**config.mk**
```make
export PLATFORM = sky130hd
export DESIGN_NAME = fdiv_norm_round
export DESIGN_NICKNAME = d
export VERILOG_FILES = /design/src/rtl/fpu_pkg.sv /design/src/rtl/fdiv_round_unit.sv /design/src/rtl/fdiv_norm_round.sv
export SDC_FILE = /design/constraint.sdc
export NUM_CORES = 1
export LEC_CHECK = 0
export ABC_AREA = 1
export CORE_ASPECT_RATIO = 0.9
export CORE_MARGIN = 2
export CORE_UTILIZATION = 45
export DETAILED_ROUTE_END_ITERATION = 8
export PLACE_DENSITY = 0.68
export SYNTH_ARGS = -nofsm -noshare
export SYNTH_HDL_FRONTEND = slang
export SYNTH_HIERARCHICAL = 1
export SYNTH_SLANG_ARGS = --single-unit
export TNS_END_PERCENT = 100
```
**constraint.sdc**
```tcl
create_clock -name clk -period 6.2 [get_ports clk]
set_clock_uncertainty 0.1 [all_clocks]
set_input_delay 1.55 -clock clk [delete_from_list [all_inputs] [get_ports clk]]
set_output_delay 1.55 -clock clk [all_outputs]
set_load 0.05 [all_outputs]
```
**src/rtl/fpu_pkg.sv**
```systemverilog
// Shared FPU encodings and constants: rounding modes, special-value kinds,
// fflags bit positions, FP32 constants and the divide back-end S1 payload.
package fpu_pkg;

    localparam int unsigned QW   = 26;
    localparam int unsigned EW   = 10;
    localparam int unsigned EXW  = EW + 2;
    localparam int unsigned MW   = 24;
    localparam int unsigned BIAS = 127;

    localparam logic [2:0] RM_RNE = 3'd0;
    localparam logic [2:0] RM_RTZ = 3'd1;
    localparam logic [2:0] RM_RDN = 3'd2;
    localparam logic [2:0] RM_RUP = 3'd3;
    localparam logic [2:0] RM_RMM = 3'd4;

    typedef enum logic [1:0] {
        KIND_NORM = 2'b00,
        KIND_ZERO = 2'b01,
        KIND_INF  = 2'b10,
        KIND_NAN  = 2'b11
    } kind_e;

    localparam int unsigned FLAG_NX = 0;
    localparam int unsigned FLAG_UF = 1;
    localparam int unsigned FLAG_OF = 2;
    localparam int unsigned FLAG_DZ = 3;
    localparam int unsigned FLAG_NV = 4;

    localparam logic [31:0] FP32_QNAN = 32'h7FC0_0000;
    localparam logic [31:0] FP32_MAXF = 32'h7F7F_FFFF;

    // Normalized item held between normalize and round/pack
    typedef struct packed {
        logic           sign;
        logic [EXW-1:0] exp;
        logic [MW-1:0]  mant;
        logic           g;
        logic           s;
        kind_e          kind;
        logic           dz;
        logic           nv;
        logic [2:0]     rm;
    } s1_t;

    // Overflow saturates to infinity unless rounding is directed away from it
    function automatic logic ovf_to_inf(input logic [2:0] rm, input logic sign);
        logic r;
        case (rm)
            RM_RTZ:  r = 1'b0;
            RM_RDN:  r = sign;
            RM_RUP:  r = ~sign;
            default: r = 1'b1;
        endcase
        return r;
    endfunction

endpackage

```
**src/rtl/fdiv_round_unit.sv**
```systemverilog
// Combinational mantissa rounder: applies the RISC-V rounding mode to a
// 24-bit mantissa with guard/sticky, reporting carry-out and inexact.
module fdiv_round_unit
    import fpu_pkg::*;
(
    input  logic [MW-1:0] i_mant,
    input  logic          i_g,
    input  logic          i_s,
    input  logic          i_sign,
    input  logic [2:0]    i_rm,
    output logic [MW-1:0] o_mant,
    output logic          o_carry,
    output logic          o_inexact
);

    logic        w_inc;
    logic [MW:0] w_sum;

    always_comb begin
        w_inc = 1'b0;
        case (i_rm)
            RM_RTZ:  w_inc = 1'b0;
            RM_RDN:  w_inc = i_sign & (i_g | i_s);
            RM_RUP:  w_inc = ~i_sign & (i_g | i_s);
            RM_RMM:  w_inc = i_g;
            default: w_inc = i_g & (i_s | i_mant[0]);
        endcase
    end

    assign w_sum     = {1'b0, i_mant} + (MW+1)'(w_inc);
    assign o_carry   = w_sum[MW];
    assign o_mant    = o_carry ? w_sum[MW:1] : w_sum[MW-1:0];
    assign o_inexact = i_g | i_s;

endmodule

```
**src/rtl/fdiv_norm_round.sv**
```systemverilog
// FP32 divide back end: S1 normalizes the raw quotient, S2 rounds and packs.
// Define FDIV_SUBNORMAL_EN for gradual underflow; default flushes to zero.
module fdiv_norm_round
    import fpu_pkg::*;
(
    input  logic          clk,
    input  logic          rst,
    input  logic          in_valid,
    output logic          in_ready,
    input  logic          in_sign,
    input  logic [EW-1:0] in_exp,
    input  logic [QW-1:0] in_quot,
    input  logic          in_sticky,
    input  logic [1:0]    in_kind,
    input  logic          in_dz,
    input  logic          in_nv,
    input  logic [2:0]    in_rm,
    output logic          out_valid,
    input  logic          out_ready,
    output logic [31:0]   out_result,
    output logic [4:0]    out_flags
);

    logic           r_s1_v;
    s1_t            r_s1;
    logic           r_out_valid;
    logic [31:0]    r_out_result;
    logic [4:0]     r_out_flags;

    logic           w_s1_adv;
    logic           w_s2_adv;
    s1_t            w_s1_d;
    logic [EXW-1:0] w_exp_ext;

    assign w_s2_adv = ~r_out_valid | out_ready;
    assign w_s1_adv = ~r_s1_v | w_s2_adv;
    assign in_ready = w_s1_adv;

    assign w_exp_ext = {{(EXW-EW){in_exp[EW-1]}}, in_exp};

    // Normalize: quotient in [0.5,2) needs at most a one-bit left shift
    always_comb begin
        w_s1_d.sign = in_sign;
        w_s1_d.kind = kind_e'(in_kind);
        w_s1_d.dz   = in_dz;
        w_s1_d.nv   = in_nv;
        w_s1_d.rm   = in_rm;
        if (in_quot[QW-1]) begin
            w_s1_d.mant = in_quot[QW-1:2];
            w_s1_d.g    = in_quot[1];
            w_s1_d.s    = in_quot[0] | in_sticky;
            w_s1_d.exp  = w_exp_ext;
        end else begin
            w_s1_d.mant = in_quot[QW-2:1];
            w_s1_d.g    = in_quot[0];
            w_s1_d.s    = in_sticky;
            w_s1_d.exp  = w_exp_ext - EXW'(1);
        end
    end

    always_ff @(posedge clk or posedge rst) begin
        if (rst) begin
            r_s1_v <= 1'b0;
            r_s1   <= '0;
        end else if (w_s1_adv) begin
            r_s1_v <= in_valid;
            if (in_valid) begin
                r_s1 <= w_s1_d;
            end
        end
    end

    logic          w_tiny;
    logic [MW-1:0] w_rnd_mant;
    logic          w_rnd_g;
    logic          w_rnd_s;

    assign w_tiny = r_s1.exp[EXW-1] | (r_s1.exp == '0);

`ifdef FDIV_SUBNORMAL_EN
    logic [EXW-1:0]  w_dist;
    logic [4:0]      w_sh;
    logic [2*MW+1:0] w_shv;

    // Denormalize: shift by 1-e, capped once every mantissa bit is sticky
    assign w_dist     = EXW'(1) - r_s1.exp;
    assign w_sh       = (w_dist > EXW'(MW+1)) ? 5'(MW+1) : w_dist[4:0];
    assign w_shv      = {r_s1.mant, r_s1.g, (MW+1)'(0)} >> w_sh;
    assign w_rnd_mant = w_tiny ? w_shv[2*MW+1:MW+2] : r_s1.mant;
    assign w_rnd_g    = w_tiny ? w_shv[MW+1] : r_s1.g;
    assign w_rnd_s    = w_tiny ? (r_s1.s | (|w_shv[MW:0])) : r_s1.s;
`else
    assign w_rnd_mant = r_s1.mant;
    assign w_rnd_g    = r_s1.g;
    assign w_rnd_s    = r_s1.s;
`endif

    logic [MW-1:0]  w_mant_o;
    logic           w_carry;
    logic           w_inexact;

    fdiv_round_unit u_round (
        .i_mant    (w_rnd_mant),
        .i_g       (w_rnd_g),
        .i_s       (w_rnd_s),
        .i_sign    (r_s1.sign),
        .i_rm      (r_s1.rm),
        .o_mant    (w_mant_o),
        .o_carry   (w_carry),
        .o_inexact (w_inexact)
    );

    logic [EXW-1:0] w_e_fin;
    logic           w_ovf;
    logic [7:0]     w_exp_field;
    logic [31:0]    w_res;
    logic [4:0]     w_flags;
    logic           w_of;
    logic           w_uf;
    logic           w_nx;

    assign w_e_fin = r_s1.exp + EXW'(w_carry);
    assign w_ovf   = ~w_e_fin[EXW-1] & (w_e_fin >= EXW'(255));

    // Hidden bit folds into the exponent field: a subnormal rounding up to
    // 2^23 becomes the minimum normal with no special casing
    assign w_exp_field = (w_tiny ? 8'd0 : (w_e_fin[7:0] - 8'd1)) + 8'(w_mant_o[MW-1]);

    always_comb begin
        w_res = '0;
        w_of  = 1'b0;
        w_uf  = 1'b0;
        w_nx  = 1'b0;
        case (r_s1.kind)
            KIND_ZERO: w_res = {r_s1.sign, 31'b0};
            KIND_INF:  w_res = {r_s1.sign, 8'hFF, 23'b0};
            KIND_NAN:  w_res = FP32_QNAN;
            default: begin
                if (w_tiny) begin
`ifdef FDIV_SUBNORMAL_EN
                    w_nx  = w_inexact;
                    w_uf  = w_inexact & ~w_mant_o[MW-1];
                    w_res = {r_s1.sign, w_exp_field, w_mant_o[MW-2:0]};
`else
                    w_nx  = 1'b1;
                    w_uf  = 1'b1;
                    w_res = {r_s1.sign, 31'b0};
`endif
                end else if (w_ovf) begin
                    w_of  = 1'b1;
                    w_nx  = 1'b1;
                    w_res = ovf_to_inf(r_s1.rm, r_s1.sign) ? {r_s1.sign, 8'hFF, 23'b0}
                                                          : {r_s1.sign, FP32_MAXF[30:0]};
                end else begin
                    w_nx  = w_inexact;
                    w_res = {r_s1.sign, w_exp_field, w_mant_o[MW-2:0]};
                end
            end
        endcase
        w_flags          = '0;
        w_flags[FLAG_NV] = r_s1.nv;
        w_flags[FLAG_DZ] = r_s1.dz;
        w_flags[FLAG_OF] = w_of;
        w_flags[FLAG_UF] = w_uf;
        w_flags[FLAG_NX] = w_nx;
    end

    always_ff @(posedge clk or posedge rst) begin
        if (rst) begin
            r_out_valid  <= 1'b0;
            r_out_result <= '0;
            r_out_flags  <= '0;
        end else if (w_s2_adv) begin
            r_out_valid <= r_s1_v;
            if (r_s1_v) begin
                r_out_result <= w_res;
                r_out_flags  <= w_flags;
            end
        end
    end

    assign out_valid  = r_out_valid;
    assign out_result = r_out_result;
    assign out_flags  = r_out_flags;

endmodule
```
==> impl_metrics.tcl, run 1 <==
set metrics [dict create \
    status "completed" \
    clock_sinks 84 \
    cts-root-buf "clkbuf_16" \
    relSlewSlack_pct 30.16 \
    vias_per_cell 4.992 \
    synth_compound_area_share_pct 10.30 \
    syn_area_um2 5172 \
    wl_mm 12.79 \
    syn_area_per_cell_um2 7.174 \
    final_util_pct 56.40 \
    pwr-share-seq_pct 37.8 \
    synthXorXnorAreaFrac_pct 3.387 \
    grt_pass1_wl_mm 21.40 \
    layout-drive-gt1-share_pct 7.116 \
    io_buffers 87 \
    grtUsageTotal_pct 21.65 \
    cts-resized-gates 0 \
    h-tree-depth 3 \
    start_util_pct 45.60 \
    cp.required_ns 4.55 \
    start_kind "input port" \
    ys_ff_latch 84 \
    p_int_mw 1.189 \
    fin_crit_ns 4.632 \
    syn_nets 779 \
    gr-total-overflow 0 \
    dieArea_um2 12370 \
    core_um2 11340 \
    die_w_um 117.0 \
    synthArstFlopShare_pct 100.0 \
    layout_commonest_cell "nand2_1" \
    wl_per_cell_um 13.36 \
    place_congestion 0.8580 \
    ioPinCount 88 \
    setup_viol 0 \
    final_cells 957 \
    maxSlewViolCount 0 \
    grt_max_degree 68 \
    cts_tree "yes" \
    p_comb_share_pct 37.6 \
    ys.flop_type "dfrtp_1" \
    drt-initial-drc-count 288 \
    min_period_over_period_pct 74.71 \
    grt_pass1_vias 4408 \
    syn-instance-count 721 \
    placed_cells 941 \
    cp.arrival_ns 2.98 \
    ys_warn_count 6 \
    insertion_delay_ns 0.34 \
    worstMarginPinSlew_ns 1.045 \
    synth-adder-area-share_pct 2.177 \
    nFillCells 1119 \
    syn_to_final_growth_pct 23.68 \
    synth_top_family_by_area "simple AND/OR/NAND/NOR gates" \
    vias 4777 \
    ys_types 37 \
    clk_path_buf_depth 2 \
    synth_edf_count 0 \
    path_class "input port to output port" \
    postCtsHoldBufs 0 \
    power_leakage_nw 2.930 \
    num_rows 37 \
    post-route-drc-count 0 \
    crit_fanout 3 \
    dr.pass1.iters 4 \
    synthSimpleGateAreaFrac_pct 37.03 \
    p_per_area_nw_per_um2 312.3 \
    hold_violations 0 \
    switching_share_pct 40.48 \
    cts_made_buffers 9 \
    post_cts_buffers 0 \
    drv_cap 0 \
    hpwl_mm 9.753 \
    clk_pin_slew_ns 0.06 \
    most-common-layout-cells "nand2_1, nor2_1, clkdlybuf4s50_1, dfrtp_1, inv_1" \
    synthMuxAreaShare_pct 0 \
    diodes 0 \
    hp-class "flip-flop to flip-flop" \
    critPathCaptureType "output port" \
    max_freq_mhz 215.9 \
    ant_nets 0 \
    rsz0062_at_grt "false" \
    seq_area_frac_synth_pct 40.64 \
    die_h_um 105.7 \
    pwr-share-clk_pct 24.6 \
    p_switching_mw 0.8087 \
    ir_drop_v 0.0001479 \
    nets 854 \
    setup-tns-final_ns 0 \
    antenna_found_initial 0 \
]
[per-layer routing]
layer	global-route usage (%)	up-vias	share of wire, %
met5	0	-	0
met4	6.723	0	1.7
met3	2.818	15	3.7
met2	30.22	104	42
met1	34.42	2179	53
li1	-	2479	-
[power groups by stage]
stage / clock [mW] / sequential [mW] / combinational [mW]
floorplan: 0 / 0.928 / 0.344
global placement: 0 / 0.759 / 0.738
detailed placement: 0 / 0.764 / 0.751
CTS: 0.501 / 0.755 / 0.755
global route: 0.528 / 0.769 / 0.825
finish: 0.491 / 0.755 / 0.752
[Yosys cell counts (all sizes together), types with 12 or more instances]
cell type / count / area [µm²]
a31oi: 27 / 168.9
o21ai: 51 / 255.2
clkbuf: 16 / 60.06
nor2: 120 / 505.5
inv: 54 / 205.2
nand2: 244 / 948.4
nor3: 12 / 113.9
a21oi: 14 / 70.07
nand3: 37 / 222.7
dfrtp: 84 / 2102
xor2: 12 / 105.1
[state kept, by name (all words and copies together), names as in the netlist]
register	count
out_flags	5
out_result	32
out_valid	1
r_s1	19
r_s1_v	1
w_rnd_g	1
w_rnd_mant	24
w_rnd_s	1
[path summary, 6_finish.rpt]
kind	from	endpoint	slack, ns	cells past startpoint
max in group asynchronous	rst	r_s1[37]$_DFFE_PP0P_	3.47	3
max	out_ready	in_ready	1.57	4
min in group asynchronous	rst	out_result[13]$_DFFE_PP0P_	1.53	2
max reg2reg	w_rnd_mant[0]$_DFFE_PP0P_	out_result[29]$_DFFE_PP0P_	2.09	24
min	r_s1[3]$_DFFE_PP0P_	out_flags[4]$_DFFE_PP0P_	0.39	2
min reg2reg	r_s1[3]$_DFFE_PP0P_	out_flags[4]$_DFFE_PP0P_	0.39	2
[cell families after synthesis]
group | after synthesis
xor gates and xnor gates | 20
and+or+nand+nor | 432
adders and majority gates | 9
AOI/OAI and AO/OA | 97
DFF | 84
buffers and inverters | 79
[through the flow]
step | setup slack, ns | hold slack, ns | power, mW | instance area (µm²)
final | 1.568 | 0.3880 | 1.998 | 6397
after global routing | 1.506 | 0.4157 | 2.123 | 6397
after CTS | 1.563 | 0.3895 | 2.010 | 6397
after detailed placement | 1.566 | 0.3740 | 1.516 | 6126
after global placement | 1.594 | 0.3626 | 1.497 | 6126
after floorplan | 2.385 | 0.3422 | 1.271 | 5172
[layout make-up]
| type | instances | area (µm²) | area share (%) |
|---|---|---|---|
| multi-input combinational | 558 | 2736 | 42.77 |
| sequential | 84 | 2102 | 32.86 |
| timing repair buffer | 89 | 885.9 | 13.85 |
| clock buffer | 12 | 246.5 | 3.853 |
| inverter | 54 | 206.4 | 3.227 |
| tap | 156 | 195.2 | 3.051 |
| clock inverter | 4 | 25.02 | 0.3912 |
[worst max-delay path, stage by stage]
cell and delay [ns]:
clkdlybuf4s50_1 0.46, inv_1 0.05, nand3_1 0.10, clkdlybuf4s50_1 0.82
(Power assumes the default switching activity.)
==> run 2, diff against run 1 <==
==> constraint.sdc (replaced) <==
create_clock -name clk -period 4.6 [get_ports clk]
set_clock_uncertainty 0.1 [all_clocks]
set_input_delay 1.15 -clock clk [delete_from_list [all_inputs] [get_ports clk]]
set_output_delay 1.15 -clock clk [all_outputs]
set_load 0.05 [all_outputs]
==> impl_metrics.tcl, run 2 (synthesized netlist as in run 1, its figures left out) <==
set metrics [dict create \
    cts_made_buffers 9 \
    max_freq_mhz 246.9 \
    cts_tree "yes" \
    wl_met2_mm 5.436 \
    num_rows 37 \
    place_ws_ns 0.5373 \
    nFillCells 1107 \
    syn_to_final_growth_pct 25.16 \
    routed-wl-met3_um 519 \
    die_w_um 117.0 \
    power_leakage_nw 2.971 \
    grtUsageTotal_pct 21.43 \
    maxSlewViolCount 0 \
    vias_per_cell 5.084 \
    setup_viol 0 \
    ant_nets 0 \
    insertion_delay_ns 0.33 \
    worstRegToRegCells 25 \
    finalPower_mw 2.775 \
    grt_max_degree 64 \
    drt-met1-wl_mm 6.837 \
    hpwl_mm 9.873 \
    cp.required_ns 4.70 \
    final_util_pct 57.08 \
    grt_pass1_vias 4382 \
    clk_pin_slew_ns 0.06 \
    whs_path_depth 2 \
    cts-resized-gates 0 \
    dr.pass1.iters 6 \
    status "completed" \
    ioPinCount 88 \
    post-route-drc-count 0 \
    start_kind "flip-flop" \
    cts-root-buf "clkbuf_16" \
    core_um2 11340 \
    post_cts_buffers 0 \
    relSlewSlack_pct 60.47 \
    most-common-layout-cells "nand2_1, nor2_1, clkdlybuf4s50_1, dfrtp_1, inv_1" \
    path_class "flip-flop to flip-flop" \
    critPathCaptureType "flip-flop" \
    layout-drive-gt1-share_pct 7.940 \
    drv_cap 0 \
    vias 4891 \
    dieArea_um2 12370 \
    largest_reg_flops 32 \
    postCtsHoldBufs 0 \
    crit_fanout 6 \
    min_period_over_period_pct 88.04 \
    rsz0062_at_grt "false" \
    hold_violations 0 \
    cp.arrival_ns 4.15 \
    setup_slack_ns 0.5501 \
    start_util_pct 45.60 \
    layout_commonest_cell "nand2_1" \
    hp-class "flip-flop to flip-flop" \
    setup-tns-final_ns 0 \
    gr-total-overflow 0 \
    diodes 0 \
    routed.top_layer "met4" \
    h-tree-depth 3 \
    wl_mm 12.90 \
    p_per_area_nw_per_um2 428.7 \
    clock_sinks 84 \
    die_h_um 105.7 \
    ir_drop_v 0.0001753 \
    grt_pass1_wl_mm 21.38 \
    place_congestion 0.8665 \
    clk_path_buf_depth 2 \
    io_buffers 87 \
    nets 859 \
    wl_per_cell_um 13.41 \
    worstMarginPinSlew_ns 0.5930 \
    antenna_found_initial 0 \
    drt-initial-drc-count 358 \
    fin_crit_ns 4.050 \
]
[run 2: per-layer routing]
layer	global-route usage [%]	vias up
li1	-	2488
met1	34.49	2269
met2	30.55	125
met3	2.530	9
met4	4.790	0
met5	0	-
[run 2: final cells by class]
class | count | area (µm²) | share of cell area [%]
clock inverter | 6 | 71.32 | 1.102
clock buffer | 10 | 239.0 | 3.692
multi-input combinational | 558 | 2736 | 42.27
sequential | 84 | 2102 | 32.47
tap | 156 | 195.2 | 3.015
timing repair buffer | 94 | 923.4 | 14.26
inverter | 54 | 206.4 | 3.189
[run 2: worst paths after layout]
path                                               start  slack, ns                    endpoint
worst max-delay path                 r_s1[0]$_DFFE_PP0P_       0.55  out_result[30]$_DFFE_PP0P_
worst min-delay path            out_flags[3]$_DFFE_PP0P_       0.38    out_flags[3]$_DFFE_PP0P_
worst max register to register       r_s1[0]$_DFFE_PP0P_       0.55  out_result[30]$_DFFE_PP0P_
worst min register to register  out_flags[3]$_DFFE_PP0P_       0.38    out_flags[3]$_DFFE_PP0P_
max in group asynchronous                            rst       2.58  w_rnd_mant[21]$_DFFE_PP0P_
min in group asynchronous                            rst       1.06   out_result[9]$_DFFE_PP0P_
[run 2: through the flow]
step	hold WS, ns	cell area, µm²	cells
after CTS	0.3810	6474	962
after detailed placement	0.3635	6163	946
final	0.3757	6474	962
after global placement	0.3599	6163	946
after global routing	0.4243	6474	962
after floorplan	0.3422	5172	721
[run 2: critical path, stage by stage, from the launching register on]
cell	delay, ns
dfrtp_1	0.43
o21ai_0	0.19
o311ai_0	0.14
nand2_1	0.12
ha_1	0.20
nand2_2	0.12
nor2_4	0.17
nand2_4	0.10
nor2_4	0.13
nand2_1	0.09
nor3_2	0.12
ha_1	0.29
ha_1	0.29
inv_1	0.10
ha_1	0.18
inv_1	0.06
nor2_1	0.14
nand2_1	0.09
nor2_1	0.14
nand2_1	0.08
nand2_1	0.06
nand3_1	0.13
o21ai_0	0.22
nand3_1	0.09
nand2_1	0.06
a21oi_1	0.05
[run 2: where the power goes]
group | leakage, nW | internal [mW] | switching [mW]
combinational | 1.80 | 0.351 | 0.675
sequential | 1.02 | 0.877 | 0.137
clock | 0.145 | 0.439 | 0.297
